### src/rtl/line_sched.sv
// line_sched: queues line commands in a small FIFO and feeds them one at a
// time to the Bresenham drawer, forwarding drawer pixels to the framebuffer.
//
// state   | meaning
// --------+-------------------------------------------------------------
// S_IDLE  | nothing in flight, waiting for a queued or incoming command
// S_LOAD  | endpoints presented to drawer, ln_start high unless degenerate
// S_DRAW  | drawer running, pixels forwarded with px_ready as back-pressure
// S_POINT | degenerate line, single pixel (x0,y0) held until accepted
module line_sched #(
    parameter int XY_BITW  = 16,
    parameter int DEPTH    = 4,
    parameter int CNT_BITW = 16
) (
    input  logic                clk,
    input  logic                rst,
    input  logic                cmd_valid,
    output logic                cmd_ready,
    input  logic [XY_BITW-1:0]  cmd_x0,
    input  logic [XY_BITW-1:0]  cmd_y0,
    input  logic [XY_BITW-1:0]  cmd_x1,
    input  logic [XY_BITW-1:0]  cmd_y1,
    input  logic                cmd_last,
    input  logic                abort,
    output logic                ln_start,
    output logic                ln_oe,
    output logic [XY_BITW-1:0]  ln_x0,
    output logic [XY_BITW-1:0]  ln_y0,
    output logic [XY_BITW-1:0]  ln_x1,
    output logic [XY_BITW-1:0]  ln_y1,
    input  logic [XY_BITW-1:0]  ln_x,
    input  logic [XY_BITW-1:0]  ln_y,
    input  logic                ln_drawing,
    input  logic                ln_done,
    output logic [XY_BITW-1:0]  px_x,
    output logic [XY_BITW-1:0]  px_y,
    output logic                px_valid,
    input  logic                px_ready,
    output logic                busy,
    output logic                shape_done,
    output logic [CNT_BITW-1:0] lines_drawn
);
    localparam int AW = $clog2(DEPTH);
    localparam int CW = $clog2(DEPTH) + 1;
    localparam int EW = 4 * XY_BITW + 1;

    typedef enum logic [1:0] {S_IDLE, S_LOAD, S_DRAW, S_POINT} state_t;

    logic [EW-1:0]       mem_q [DEPTH];
    logic [AW-1:0]       wr_ptr_q, wr_ptr_d, rd_ptr_q, rd_ptr_d;
    logic [CW-1:0]       count_q, count_d;
    state_t              state_q, state_d;
    logic                ln_start_q, ln_start_d;
    logic                last_q, last_d, degen_q, degen_d;
    logic [XY_BITW-1:0]  x0_q, x0_d, y0_q, y0_d, x1_q, x1_d, y1_q, y1_d;
    logic [CNT_BITW-1:0] lines_q, lines_d;

    logic                full, empty, push, pop, complete, enter_load;
    logic [EW-1:0]       in_entry, head, src;

    assign full     = (count_q == CW'(DEPTH));
    assign empty    = (count_q == '0);
    assign push     = cmd_valid && !full && !abort;
    assign pop      = (state_q == S_LOAD) && !abort;
    assign in_entry = {cmd_x0, cmd_y0, cmd_x1, cmd_y1, cmd_last};
    assign head     = mem_q[rd_ptr_q];
    assign complete = ((state_q == S_DRAW) && ln_done && px_ready) ||
                      ((state_q == S_POINT) && px_ready);

    // FIFO pointers and occupancy; abort empties the queue outright
    always_comb begin
        wr_ptr_d = wr_ptr_q;
        rd_ptr_d = rd_ptr_q;
        count_d  = count_q;
        if (abort) begin
            wr_ptr_d = '0;
            rd_ptr_d = '0;
            count_d  = '0;
        end else begin
            if (push) wr_ptr_d = wr_ptr_q + AW'(1);
            if (pop)  rd_ptr_d = rd_ptr_q + AW'(1);
            count_d = count_q + CW'(push) - CW'(pop);
        end
    end

    // Sequencer: endpoints are captured on entry to LOAD so they are already
    // valid in the same cycle as ln_start. From IDLE an empty FIFO means the
    // command being pushed right now is the one to load.
    always_comb begin
        state_d    = state_q;
        ln_start_d = 1'b0;
        last_d     = last_q;
        degen_d    = degen_q;
        x0_d       = x0_q;
        y0_d       = y0_q;
        x1_d       = x1_q;
        y1_d       = y1_q;
        lines_d    = lines_q;
        shape_done = 1'b0;
        enter_load = 1'b0;
        src        = empty ? in_entry : head;
        case (state_q)
            S_IDLE:  enter_load = !empty || push;
            S_LOAD:  state_d = degen_q ? S_POINT : S_DRAW;
            S_DRAW, S_POINT: begin
                if (complete) begin
                    lines_d    = lines_q + CNT_BITW'(1);
                    shape_done = last_q;
                    if (!empty) enter_load = 1'b1;
                    else        state_d    = S_IDLE;
                end
            end
            default: state_d = S_IDLE;
        endcase
        if (enter_load && !abort) begin
            state_d = S_LOAD;
            {x0_d, y0_d, x1_d, y1_d, last_d} = src;
            degen_d    = (x0_d == x1_d) && (y0_d == y1_d);
            ln_start_d = !degen_d;
        end
        if (abort) begin
            state_d    = S_IDLE;
            ln_start_d = 1'b0;
            lines_d    = lines_q;
            shape_done = 1'b0;
        end
    end

    // State and control registers
    always_ff @(posedge clk) begin
        if (rst) begin
            state_q    <= S_IDLE;
            wr_ptr_q   <= '0;
            rd_ptr_q   <= '0;
            count_q    <= '0;
            ln_start_q <= 1'b0;
            last_q     <= 1'b0;
            degen_q    <= 1'b0;
            x0_q       <= '0;
            y0_q       <= '0;
            x1_q       <= '0;
            y1_q       <= '0;
            lines_q    <= '0;
        end else begin
            state_q    <= state_d;
            wr_ptr_q   <= wr_ptr_d;
            rd_ptr_q   <= rd_ptr_d;
            count_q    <= count_d;
            ln_start_q <= ln_start_d;
            last_q     <= last_d;
            degen_q    <= degen_d;
            x0_q       <= x0_d;
            y0_q       <= y0_d;
            x1_q       <= x1_d;
            y1_q       <= y1_d;
            lines_q    <= lines_d;
        end
    end

    // FIFO storage; contents are only meaningful below the occupancy count
    always_ff @(posedge clk) begin
        if (push) mem_q[wr_ptr_q] <= in_entry;
    end

    assign cmd_ready   = !full;
    assign ln_start    = ln_start_q;
    assign ln_oe       = (state_q == S_DRAW) && px_ready;
    assign ln_x0       = x0_q;
    assign ln_y0       = y0_q;
    assign ln_x1       = x1_q;
    assign ln_y1       = y1_q;
    assign px_valid    = (state_q == S_DRAW) ? (ln_drawing || ln_done) : (state_q == S_POINT);
    assign px_x        = (state_q == S_POINT) ? x0_q : ln_x;
    assign px_y        = (state_q == S_POINT) ? y0_q : ln_y;
    assign busy        = (state_q != S_IDLE) || !empty;
    assign lines_drawn = lines_q;

endmodule

### config.mk
export PLATFORM = sky130hd
export DESIGN_NAME = line_sched
export DESIGN_NICKNAME = d
export VERILOG_FILES = /design/src/rtl/line_sched.sv
export SDC_FILE = /design/constraint.sdc
export NUM_CORES = 1
export LEC_CHECK = 0
export ABC_AREA = 0
export BUFFER_PORTS_ARGS = -buffer_cell sky130_fd_sc_hd__buf_4
export CORE_ASPECT_RATIO = 1.5
export CORE_MARGIN = 4
export CORE_UTILIZATION = 35
export DETAILED_ROUTE_END_ITERATION = 6
export PLACE_DENSITY = 0.53
export SYNTH_ARGS = -nofsm -noshare
export SYNTH_HDL_FRONTEND = slang
export SYNTH_SLANG_ARGS = --single-unit
### constraint.sdc
create_clock -name clk -period 3.6 [get_ports clk]
set_input_delay 0.36 -clock clk [delete_from_list [all_inputs] [get_ports clk]]
set_output_delay 0.36 -clock clk [all_outputs]
set_load 0.01 [all_outputs]
==> Implementation_results.wiki <==
{| class="wikitable"
! Metric !! Value
|-
| Headroom to the max-slew limit || 47.03%
|-
| Core ar. || 41100 sq um
|-
| Initial core utilization || 35.37%
|-
| Routed wirelength normalized by instance count || 21.52 um
|-
| CTS clock-pin slew for the worst setup and hold paths || 70 ps
|-
| Clock tree root driver cell || clkbuf_16
|-
| IO Count || 222
|-
| HPWL after detailed placement || 24850 um
|-
| Result of the run || complete, no violations
|-
| Async set-or-reset flop fraction in the synthesized netlist || 0%
|-
| Total wire length after detailed routing || 38180 um
|-
| Area of the die || 44930 sq um
|-
| Post-synthesis net count || 1087
|-
| Count of unresolved DRC violations after routing || 0
|-
| Sum of overflow across all layers after global routing || 0
|-
| Worst hold start || cmd_x1[1]
|-
| Final hold violations || 0
|-
| Clock buffers created by TritonCTS || 36
|-
| Chip Height || 257.6 um
|-
| DIE WIDTH || 174.4 um
|-
| Worst Path Required || 3980 ps
|-
| Netlist cell types || 41
|-
| Launching element type of the critical path || flop
|-
| Yosys Warn Count || 0
|-
| TritonCTS clock tree || built
|-
| Final number of setup-violating endpoints || 0
|-
| Share of final-layout standard cells stronger than drive strength 1 || 32.81%
|-
| Final critical delay including setup and external delays || 2822 ps
|-
| Layout Skew || 10.61 ps
|-
| Max-cap violations || 0
|-
| Deepest clock path buffer count || 3
|-
| Crit path buf inv count || 1
|-
| Final nets || 1302
|-
| Post-synth EDFFs || 260
|-
| Final Instance Count excl. Fillers || 1774
|-
| Maximum number of pins on one net before global-route repair || 95
|-
| Number of placement rows || 91
|-
| Number of flip-flops and latches in the synthesized netlist || 354
|-
| Power Dens Cells || 504.6 nW/um^2
|-
| Critical path, cell by cell || buf_12 -> mux4_2 -> xor2_1 -> nor4_1 -> a21oi_1 -> nor4_2 -> a21boi_0
|-
| Per-instance average area after synthesis || 14.91 sq um
|-
| Cell count after synthesis || 975
|-
| GRT Overall Usage || 16.70%
|-
| Number of clock sinks || 354
|-
| Setup repair after global routing missed its margin || false
|-
| Class of the tightest hold or removal check || primary input to flop
|-
| Stage delay of the slowest cell on the critical path || 580 ps
|-
| Placed Cells incl. Taps || 1710
|-
| Number of buffers added for setup after CTS || 0
|-
| Starting DRC count in detailed routing || 488
|-
| First-pass iteration count of the detailed router || 5
|-
| Leakage power || 6.240 nW
|-
| Antenna violations before repair || 0
|-
| Sequential share of the synthesized area || 66.65%
|-
| Post-synthesis instance area || 14540 sq um
|-
| Input/output buffers || 221
|-
| Post-place setup slack || 748.0 ps
|-
| Crit path max fanout || 40
|-
| Post-route worst setup slack || 778.4 ps
|-
| Master of the slowest instance on the critical path || mux4_2
|-
| DRT antenna net count || 0
|-
| H-tree levels || 2
|-
| Cell class contributing the biggest share of worst-path delay || simple AND/OR/NAND/NOR gates
|-
| Layout area overhead || 23.87%
|-
| Vias || 8913
|-
| Type of the setup path with the least slack || flop to flop
|-
| Final max-slew violation count || 0
|-
| Total inserted antenna cells || 0
|-
| Critical path endpoint category || flop
|-
| Vias per inst || 5.024
|-
| Final estimated routing congestion in global placement || 0.7308
|-
| Primary FF master, synth || edfxtp_1
|-
| Achievable Freq || 0.3544 GHz
|-
| Final total negative setup slack || 0 ps
|-
| Via count of the first global-routing pass || 9337
|-
| Later-pin clock latency in the skew report || 520 ps
|-
| Global-route wire length before repair || 57850 um
|-
| Slew of the pin with the lowest slew margin || 794.5 ps
|-
| Final Cycle Share || 78.38%
|-
| Data arrival time of the worst path || 3200 ps
|-
| IR Drop Worst-Case VDD || 290.5 uV
|-
| Total of cells resized after clock tree synthesis || 0
|-
| Number of hold-repair buffers added at the cts stage || 0
|}
-- final cells by class --
| class | count | area (sq um) |
|---|---|---|
| Inverter | 11 | 41.29 |
| Clock inverter | 14 | 110.1 |
| Multi-Input combinational cell | 551 | 4574 |
| Timing Repair Buffer | 236 | 1872 |
| Sequential cell | 354 | 9697 |
| Fill cell | 3711 | 23090 |
| Clock buffer | 50 | 1016 |
| Tap cell | 558 | 698.2 |
-- path summary, 6_finish.rpt --
path | cells past startpoint | slack [ps] | end
max | 7 | 780 | ln_start
min | 1 | 50 | mem_q[2][18]
max reg2reg | 7 | 780 | ln_start
min reg2reg | 2 | 490 | last_q
-- placed cells by master (no fill, tap or decap), drive strengths merged, types with 34 or more instances in the layout --
| cell type | count |
|---|---|
| xor2 | 44 |
| nor2 | 95 |
| nand2 | 123 |
| a311oi | 55 |
| xnor2 | 34 |
| dfxtp | 94 |
| mux4 | 65 |
| buf | 236 |
| clkbuf | 50 |
| edfxtp | 260 |
| mux2 | 35 |
-- cell families (layout without fill, tap and decap cells) --
kind of cell	after synthesis	in the layout	share of synthesized area, %
AO/OA/AOI/OAI	83	83	4.562
XOR/XNOR	78	78	4.699
adder cells (fa/ha/maj)	8	8	0.7401
buffers and inverters	70	311	2.091
flip-flops	354	354	66.65
multiplexers	107	107	13.26
AND/OR/NAND/NOR	275	275	7.996
-- cell usage after synthesis, types with 2 or more instances --
cell	n	area [sq um]
edfxtp_1	260	7807
nand2_1	123	461.7
nor2_1	95	356.6
dfxtp_1	94	1882
mux4_2	65	1464
a311oi_1	55	481.7
xor2_1	44	385.4
mux2_2	35	394.1
clkbuf_1	34	127.6
xnor2_1	34	297.8
buf_2	12	60.06
nor3_1	12	60.06
nor4_1	12	75.07
inv_1	11	41.29
nand3_1	10	50.05
buf_1	9	33.78
a211oi_1	8	60.06
a21oi_1	8	40.04
ha_1	7	87.58
mux2i_1	7	70.07
nand4_1	6	37.54
and2_1	5	31.28
o21ai_0	4	20.02
buf_6	3	33.78
a31oi_1	2	12.51
and3_1	2	12.51
nor2b_1	2	12.51
o211ai_1	2	15.01
or3_1	2	12.51
-- registers in the layout, indices dropped and copies added, names as in the netlist, named ones only --
register / cells
count_q: 3
mem_q: 260
ln_x0: 16
ln_y1: 16
degen_q: 1
state_q: 2
wr_ptr_q: 2
rd_ptr_q: 2
last_q: 1
ln_x1: 16
ln_y0: 16
lines_drawn: 16
ln_start: 1
-- through the flow --
stage / utilization (%) / cell area [sq um] / hold WS (ps) / power (W)
2_1_floorplan: - / 14540 / 458.9 / 0.005115
3_3_place_gp: 41.07 / 16880 / 481.0 / 0.005569
3_5_place_dp: 41.07 / 16880 / 487.2 / 0.005582
4_1_cts: 43.81 / 18010 / 29.58 / 0.009185
5_1_grt: 43.81 / 18010 / 30.02 / 0.009436
6_report: 43.81 / 18010 / 53.00 / 0.009087
-- per-layer routing --
metal / GRT usage (%) / vias to the layer above / wire length, um
li1: - / 4125 / -
met5: 0 / - / 0
met3: 3.148 / 44 / 2170
met4: 4.248 / 0 / 724
met2: 30.07 / 270 / 19890
met1: 20.65 / 4474 / 15400
-- worst register-to-register path: stages, from the launching register on --
cell and delay (ps):
dfxtp_4 510, buf_12 360, mux4_2 610, xor2_1 180, nor4_1 370, a21oi_1 200
nor4_2 340, a21boi_0 120
-- where the power goes --
part           switching [W]  total, W  internal (W)
Sequential         0.0000746   0.00458       0.00450
Clock                0.00155   0.00361       0.00206
Combinational       0.000497  0.000895      0.000398
Total                0.00213   0.00909       0.00696
Power figures use the tool's default switching activity.
